<file path="config.mk">
export PLATFORM = sky130hd
export DESIGN_NAME = fpu_arbiter_flat
export DESIGN_NICKNAME = d
export VERILOG_FILES = /design/src/rtl/fpu_arbiter_if.sv /design/src/rtl/fpu_arbiter.sv /design/src/flat_wrapper.sv
export SDC_FILE = /design/constraint.sdc
export NUM_CORES = 1
export LEC_CHECK = 0
export ABC_CLOCK_PERIOD_IN_PS = 5600
export CAP_MARGIN = 20
export CELL_PAD_IN_SITES_DETAIL_PLACEMENT = 1
export CELL_PAD_IN_SITES_GLOBAL_PLACEMENT = 1
export CORE_MARGIN = 4
export CORE_UTILIZATION = 27
export DETAILED_ROUTE_END_ITERATION = 7
export GPL_TIMING_DRIVEN = 0
export PLACE_DENSITY_LB_ADDON = 0.1
export SKIP_LAST_GASP = 1
export SLEW_MARGIN = 20
export SYNTH_ARGS = -nofsm -noshare
export SYNTH_HDL_FRONTEND = slang
export SYNTH_SLANG_ARGS = --single-unit
</file>
<file path="constraint.sdc">
create_clock -name clock100KHz -period 5.6 [get_ports clock100KHz]
set_input_delay 1.12 -clock clock100KHz [delete_from_list [all_inputs] [get_ports clock100KHz]]
set_output_delay 1.12 -clock clock100KHz [all_outputs]
set_load 0.05 [all_outputs]
</file>
<file path="src/rtl/fpu_arbiter_if.sv">
// Requester-side bus of the fpu arbiter: packed per-requester requests and one-hot responses.
// The arbiter uses the slave modport; the requesters (or a bench) drive the master side.
interface fpu_arbiter_if #(
  parameter int NUM_REQ = 4
);
  logic [NUM_REQ-1:0]    req_valid;
  logic [NUM_REQ*32-1:0] req_op_a;
  logic [NUM_REQ*32-1:0] req_op_b;
  logic [NUM_REQ-1:0]    req_ready;
  logic [NUM_REQ-1:0]    resp_valid;
  logic [31:0]           resp_data;
  logic [3:0]            resp_status;

  modport master (
    output req_valid, req_op_a, req_op_b,
    input  req_ready, resp_valid, resp_data, resp_status
  );

  modport slave (
    input  req_valid, req_op_a, req_op_b,
    output req_ready, resp_valid, resp_data, resp_status
  );
endinterface

</file>
<file path="src/rtl/fpu_arbiter.sv">
// Round-robin sharing of one fixed-latency fpu among NUM_REQ requesters.
// One operand pair per grant; the result is returned with a one-cycle one-hot strobe.
module fpu_arbiter #(
  parameter int NUM_REQ     = 4,
  parameter int FPU_LATENCY = 8,
  parameter int IDX_W       = (NUM_REQ > 1) ? $clog2(NUM_REQ) : 1
) (
  input  logic          clock100KHz,
  input  logic          reset,
  fpu_arbiter_if.slave  req,
  output logic [31:0]   fpu_op_a,
  output logic [31:0]   fpu_op_b,
  input  logic [31:0]   fpu_data,
  input  logic [3:0]    fpu_status,
  output logic          busy
);
  localparam int CNT_W = (FPU_LATENCY > 1) ? $clog2(FPU_LATENCY) : 1;

  typedef enum logic [1:0] {IDLE, WAIT, DONE} state_t;

  state_t             state_reg, state_next;
  logic [IDX_W-1:0]   rr_ptr_reg;
  logic [IDX_W-1:0]   grant_reg;
  logic [CNT_W-1:0]   counter_reg;
  logic [31:0]        fpu_op_a_reg, fpu_op_b_reg;
  logic [31:0]        resp_data_reg;
  logic [3:0]         resp_status_reg;

  logic               found;
  logic [IDX_W-1:0]   sel;
  logic [NUM_REQ-1:0] ready_vec;
  logic [NUM_REQ-1:0] resp_vec;
  logic [31:0]        op_a_arr [NUM_REQ];
  logic [31:0]        op_b_arr [NUM_REQ];

  function automatic logic [IDX_W-1:0] wrap_add(input logic [IDX_W-1:0] base, input int off);
    int sum;
    sum = int'(32'(base)) + off;
    if (sum >= NUM_REQ) sum = sum - NUM_REQ;
    return sum[IDX_W-1:0];
  endfunction

  // Scan from the highest offset down so the closest requester to rr_ptr wins.
  always_comb begin
    found = 1'b0;
    sel   = '0;
    for (int k = NUM_REQ - 1; k >= 0; k--) begin
      if (req.req_valid[wrap_add(rr_ptr_reg, k)]) begin
        found = 1'b1;
        sel   = wrap_add(rr_ptr_reg, k);
      end
    end
  end

  genvar gi;
  generate
    for (gi = 0; gi < NUM_REQ; gi++) begin : g_req
      // Gated by reset so no accept is offered while the block is held in reset.
      assign ready_vec[gi] = reset && (state_reg == IDLE) && found && (sel == IDX_W'(gi));
      assign resp_vec[gi]  = (state_reg == DONE) && (grant_reg == IDX_W'(gi));
      assign op_a_arr[gi]  = req.req_op_a[32*gi +: 32];
      assign op_b_arr[gi]  = req.req_op_b[32*gi +: 32];
    end
  endgenerate

  always_ff @(posedge clock100KHz or negedge reset) begin
    if (!reset) state_reg <= IDLE;
    else        state_reg <= state_next;
  end

  always_comb begin
    state_next = state_reg;
    unique case (state_reg)
      IDLE:    if (found) state_next = WAIT;
      WAIT:    if (counter_reg == '0) state_next = DONE;
      DONE:    state_next = IDLE;
      default: state_next = IDLE;
    endcase
  end

  always_ff @(posedge clock100KHz or negedge reset) begin
    if (!reset) begin
      rr_ptr_reg      <= '0;
      grant_reg       <= '0;
      counter_reg     <= '0;
      fpu_op_a_reg    <= '0;
      fpu_op_b_reg    <= '0;
      resp_data_reg   <= '0;
      resp_status_reg <= '0;
    end else begin
      if (state_reg == IDLE && found) begin
        fpu_op_a_reg <= op_a_arr[sel];
        fpu_op_b_reg <= op_b_arr[sel];
        grant_reg    <= sel;
        rr_ptr_reg   <= wrap_add(sel, 1);
        counter_reg  <= CNT_W'(FPU_LATENCY - 1);
      end
      if (state_reg == WAIT) begin
        if (counter_reg == '0) begin
          resp_data_reg   <= fpu_data;
          resp_status_reg <= fpu_status;
        end else begin
          counter_reg <= counter_reg - CNT_W'(1);
        end
      end
    end
  end

  assign req.req_ready   = ready_vec;
  assign req.resp_valid  = resp_vec;
  assign req.resp_data   = resp_data_reg;
  assign req.resp_status = resp_status_reg;
  assign fpu_op_a        = fpu_op_a_reg;
  assign fpu_op_b        = fpu_op_b_reg;
  assign busy            = (state_reg != IDLE);
endmodule

</file>
<file path="src/flat_wrapper.sv">
// flat-port wrapper written by rule: the top's interface ports become plain ports
module fpu_arbiter_flat 
#(
  parameter int NUM_REQ     = 4,
  parameter int FPU_LATENCY = 8,
  parameter int IDX_W       = (NUM_REQ > 1) ? $clog2(NUM_REQ) : 1
)
  (clock100KHz, reset, fpu_op_a, fpu_op_b, fpu_data, fpu_status, busy, req_req_valid, req_req_op_a, req_req_op_b, req_req_ready, req_resp_valid, req_resp_data, req_resp_status);
  fpu_arbiter_if #(.NUM_REQ(NUM_REQ)) req_i ();
  input  logic clock100KHz;
  input  logic reset;
  output logic [31:0] fpu_op_a;
  output logic [31:0] fpu_op_b;
  input  logic [31:0] fpu_data;
  input  logic [3:0] fpu_status;
  output logic busy;
  input wire logic [$bits(req_i.req_valid)-1:0] req_req_valid;
  input wire logic [$bits(req_i.req_op_a)-1:0] req_req_op_a;
  input wire logic [$bits(req_i.req_op_b)-1:0] req_req_op_b;
  output wire logic [$bits(req_i.req_ready)-1:0] req_req_ready;
  output wire logic [$bits(req_i.resp_valid)-1:0] req_resp_valid;
  output wire logic [$bits(req_i.resp_data)-1:0] req_resp_data;
  output wire logic [$bits(req_i.resp_status)-1:0] req_resp_status;
  assign req_i.req_valid = req_req_valid;
  assign req_i.req_op_a = req_req_op_a;
  assign req_i.req_op_b = req_req_op_b;
  assign req_req_ready = req_i.req_ready;
  assign req_resp_valid = req_i.resp_valid;
  assign req_resp_data = req_i.resp_data;
  assign req_resp_status = req_i.resp_status;
  fpu_arbiter #(.NUM_REQ(NUM_REQ), .FPU_LATENCY(FPU_LATENCY), .IDX_W(IDX_W)) u_core (.clock100KHz(clock100KHz), .reset(reset), .req(req_i), .fpu_op_a(fpu_op_a), .fpu_op_b(fpu_op_b), .fpu_data(fpu_data), .fpu_status(fpu_status), .busy(busy));
endmodule
</file>
**Word level (Yosys, flattened, before mapping)**

Index checks and enable logic that the tools add are counted.

- Bitwise operators: 1
- Equal/unequal tests: 10
- Magnitude comparators: 10
- Add/subtract/negate cells: 10
- Multiplexer cells: 33
- Reduce and logical (&&, ||, !) cells: 18

Operators by type and width:

| cell | number |
|---|---|
| 32-bit binary-select mux with 2-bit select | 2 |
| 32-bit two-way mux | 4 |
| 2-bit two-way mux | 11 |
| 3-bit greater-or-equal comparator, second input constant | 5 |
| 2-bit by 3-bit < comparator with 1-bit output, second input constant | 4 |
| 1-bit logical AND | 11 |
| 2-bit == test, second input constant | 5 |
| 2-bit by 1-bit subtractor with 2-bit output, second input constant | 5 |
| 3-bit two-way mux | 3 |
| 1-bit binary-select mux with 2-bit select | 4 |
| 1-bit two-way mux | 8 |
| 2-bit by 1-bit adder with 3-bit output, second input constant | 2 |
| 2-bit by 2-bit adder with 3-bit output, second input constant | 2 |
| 2-bit by 1-bit == test with 1-bit output, second input constant | 3 |
| 2-bit logical NOT | 3 |
| 2-bit by 1-bit != test with 1-bit output, second input constant | 2 |
| 2-bit one-hot mux with 2 select lines | 1 |
| 2-bit AND reduction | 2 |
| 2-bit by 3-bit greater-or-equal comparator with 1-bit output, second input constant | 1 |
| 3-bit logical NOT | 1 |
| 2-bit inverter with 3-bit output | 1 |
| 3-bit by 1-bit subtractor with 3-bit output, second input constant | 1 |
| 2-bit nonzero test | 1 |

- Output and inout bits: 109
- Flip-flop bits (word level): 109
- Bits of input ports: 298
- Word-level logic and storage cells: 90

**Depth between registers and ports, before layout**

- Word-level depth: 13
- Gate-level depth with buffers: 8
- Mapped depth without buffers: 7

**Worst setup path before layout**

No wires, ideal clock.

- Path kind: input port to output port
- From: input port req_req_valid[1]
- To: output port req_req_ready[0]
- Required time: 4.480 ns
- Arrival: 2.560 ns
- Path slack: 1.920 ns
- Stages on the path: 7
- Cell sequence: mux2_4 > o221a_4 > inv_2 > buf_6 > buf_4 > ha_1 > and3_1

- Word-level cells in the longest chain between the ends: 8
- Elaborated cells between the ends (all ways): 19
- Classes of those cells: 16 x mux; 3 x reduce/logical

Ends and longest elaborated chain:

| what | line | source |
|---|---|---|
| from (decl) | flat_wrapper.sv:17 | `input wire logic [$bits(req_i.req_valid)-1:0] req_req_valid;` |
| 1-bit binary-select mux with 2-bit select | fpu_arbiter.sv:48 | `if (req.req_valid[wrap_add(rr_ptr_reg, k)]) begin` |
| 1-bit two-way mux (not written as such) | fpu_arbiter.sv:48 |  |
| 2-bit two-way mux or 1-bit two-way mux (tied branches) (4 in a row) | fpu_arbiter.sv:48 |  |
| 2-bit logical NOT or 1-bit logical AND (tied branches) | fpu_arbiter.sv:59 | `assign ready_vec[gi] = reset && (state_reg == IDLE) && found && (sel == IDX_W'(gi));` |
| 1-bit logical AND (*) | fpu_arbiter.sv:59 |  |
| to (decl) | flat_wrapper.sv:20 | `output wire logic [$bits(req_i.req_ready)-1:0] req_req_ready;` |

Mark *: on every way between the ends. The rest lies on a longest branch, timed or not. The select of a mux whose other input is x is not followed.

**Final worst setup path**

- From: input port req_req_valid[1]
- To: output port req_req_ready[1]

- Word-level cells in the longest chain between the ends: 8
- Elaborated cells between the ends (all ways): 19
- Classes of those cells: 1 x eq/ne; 16 x mux; 2 x reduce/logical

Ends and longest elaborated chain:

| what | line | source |
|---|---|---|
| 1-bit binary-select mux with 2-bit select | fpu_arbiter.sv:48 |  |
| 1-bit two-way mux (not written as such) | fpu_arbiter.sv:48 |  |
| 2-bit two-way mux (3 in a row) | fpu_arbiter.sv:48 |  |
| 2-bit two-way mux (*) | fpu_arbiter.sv:48 |  |
| via u_core.sel[0] | fpu_arbiter.sv:30 | `logic [IDX_W-1:0] sel;` |
| 2-bit by 1-bit == test with 1-bit output (*) | fpu_arbiter.sv:59 |  |
| 1-bit logical AND (*) | fpu_arbiter.sv:59 |  |

Mark *: on every way through the listed nets, which the timed path passes. The rest lies on a longest branch. The select of a mux whose other input is x is not followed.

==> impl_metrics.tcl <==
set metrics [dict create \
    cts_sinks 109 \
    clk_latency_ns 0.36 \
    routed_wl_um 29300 \
    grt_pass1_wl_um 43000 \
    final_common_cell "clkdlybuf4s50_1" \
    gp_congestion 0.828 \
    final_cell_mix "clkdlybuf4s50_1, nand2_1, a21oi_1" \
    end_kind "output port" \
    crit_fanout 11 \
    grt_start_max_net_pins 65 \
    worst-setup-path-type "in -> out" \
    ant_nets 0 \
    synth_top_area_cell "dfrtp_1" \
    cp.depth 8 \
    routed_via_density 4.80 \
    worst_pin_slew_ns 0.618 \
    hold_path_end "u_core.counter_reg[2]$_DFF_PN0_" \
    path_common_cell "clkdlybuf4s50_1" \
    met3_length_um 3100 \
    rows 54 \
    area_growth_pct 79.0 \
    die_area_mm2 0.0247 \
    num_vias 6760 \
    cts_hold_buffers 0 \
    async_flop_share 1.00 \
    dr_wl_met2_um 14300 \
    rsz0062_at_grt "false" \
    clockRootBuffer "clkbuf_16" \
    first_global_vias 7127 \
    synth_top_area_share 0.454 \
    power.density_mw_per_mm2 549 \
    hold_depth 1 \
    drv_cap 0 \
    drive_above_1_share 0.0922 \
    die_y_um 157 \
    worstHoldStart "u_core.counter_reg[2]$_DFF_PN0_" \
    crit_path_top_delay_cell "clkdlybuf4s50_1" \
    cts_buffers 9 \
    hold_class "reg -> reg" \
    drtIter0Drc 251 \
    finalPower_mw 5.90 \
    ir_drop_v 0.000323 \
    first_pass_iters 4 \
    start_util 0.275 \
    grt_overflow 0 \
    finalSetupViolations 0 \
    r2r_slack_ns 3.56 \
    synth_cell_types 30 \
    port-buffer-count 406 \
    core_mm2 0.0218 \
    leakage_nw 4.87 \
    crit_buf_inv 4 \
    synth-edff-count 0 \
    clk_pin_slew_ns 0.08 \
    clockBufferDepth 2 \
    status "completed" \
    seq_area_frac_synth 0.454 \
    ys.flop_type "dfrtp_1" \
    yosysWarningCount 0 \
    finalCritPeriodShare 0.882 \
    hold_viol_final 0 \
    cts_tree "built" \
    cp_cell_sequence "clkdlybuf4s50_1 -> a21boi_0 -> o221a_4 -> buf_6 -> buf_2 -> ha_1 -> and3_1 -> clkdlybuf4s50_1" \
    max_stage_delay_ns 0.85 \
    wl_per_cell_um 20.8 \
    syn_area_per_cell_um2 8.52 \
    worstPathRequired_ns 4.48 \
    cts_resized 0 \
    rr_endpoint "u_core.fpu_op_a[1]$_DFFE_PN0P_" \
    syn-num-nets 1009 \
    drv_slew 0 \
    relSlewSlack 0.587 \
    track_usage 0.228 \
    critPathArrivalTime_ns 3.82 \
    htreeDepth 3 \
    min_period_ns 4.94 \
    regToRegStartpoint "u_core.rr_ptr_reg[1]$_DFFE_PN0P_" \
    netlist_area_mm2 0.00601 \
    start_kind "primary input" \
    crit_family "buffers and inverters" \
    antenna_found_initial 1 \
    fmax_mhz 202 \
    final_nets 1427 \
    highest-signal-layer "met5" \
    ioPinCount 407 \
    die_x_um 157 \
    skew_ns 0.0150 \
    ff2ff_path_depth 8 \
    synthCells 705 \
    yosys-top-cells-area "dfrtp_1, nand2_1, a21oi_1" \
    wl_met1_um 11200 \
    post_cts_buffers 0 \
    drc 0 \
    fin_tns_setup_ns 0 \
    synth-seq-cells 109 \
    hpwlAfterDp_um 23200 \
]
## synthesized netlist by cell type (2+ instances only)
library cell / n
a211o_1: 64
nor3b_1: 2
buf_4: 5
buf_2: 32
and3_1: 5
inv_1: 6
mux2_2: 37
ha_1: 6
o21ai_0: 5
a21o_1: 2
nor2_1: 4
buf_6: 9
clkbuf_1: 8
a21oi_1: 129
or2_1: 2
dfrtp_1: 109
nand2_1: 265
nor2b_1: 3
## layer usage
layer | GRT usage | vias up
li1 | - | 3236
met1 | 0.264 | 3215
met2 | 0.393 | 272
met3 | 0.0880 | 35
met4 | 0.0664 | 2
met5 | 0 | -
## logic make-up (layout without fill, tap and decap cells)
logic type	Yosys count	in the layout	share of synthesized area
simple gates	287	287	0.188
compound gates	204	204	0.215
flops	109	109	0.454
buf+inv	61	484	0.0591
mux	38	38	0.0718
fa+ha+maj	6	6	0.0125
other cells	0	1	0
## where the power goes
group	internal, mW	total, mW	switching [mW]
combinational	1.43	3.84	2.41
sequential	1.18	1.39	0.214
clock	0.329	0.678	0.348
## metrics by stage
step / setup WS [ns] / hold WS [ns] / std cells / util / area, um^2
floorplan: 1.92 / 0.442 / 705 / - / 6010
global placement: -2.83 / 0.469 / 1391 / 0.478 / 10400
detailed placement: 0.632 / 0.475 / 1392 / 0.479 / 10500
CTS: 0.617 / 0.490 / 1408 / 0.493 / 10800
global route: 0.476 / 0.501 / 1408 / 0.493 / 10800
finish: 0.660 / 0.486 / 1409 / 0.493 / 10800
## area by class of cell
type / instances / area, um^2
flip-flops and latches: 109 / 2730
inverters: 7 / 26.3
plain buffers: 54 / 329
multi-input cells: 535 / 2930
well taps: 280 / 350
clock inverters: 6 / 60.1
diodes: 1 / 2.50
fillers: 2547 / 11100
repair buffers: 407 / 4100
clock buffers: 10 / 239
## how the worst max path moves through the flow
| stage | end | start |
|---|---|---|
| floorplan | req_req_ready[0] | req_req_valid[1] |
| global placement | req_req_ready[1] | reset |
| detailed placement | req_req_ready[2] | req_req_valid[1] |
| CTS | req_req_ready[1] | req_req_valid[1] |
| global route | req_req_ready[3] | req_req_valid[1] |
| finish | req_req_ready[1] | req_req_valid[1] |
(Power assumes the default switching activity.)
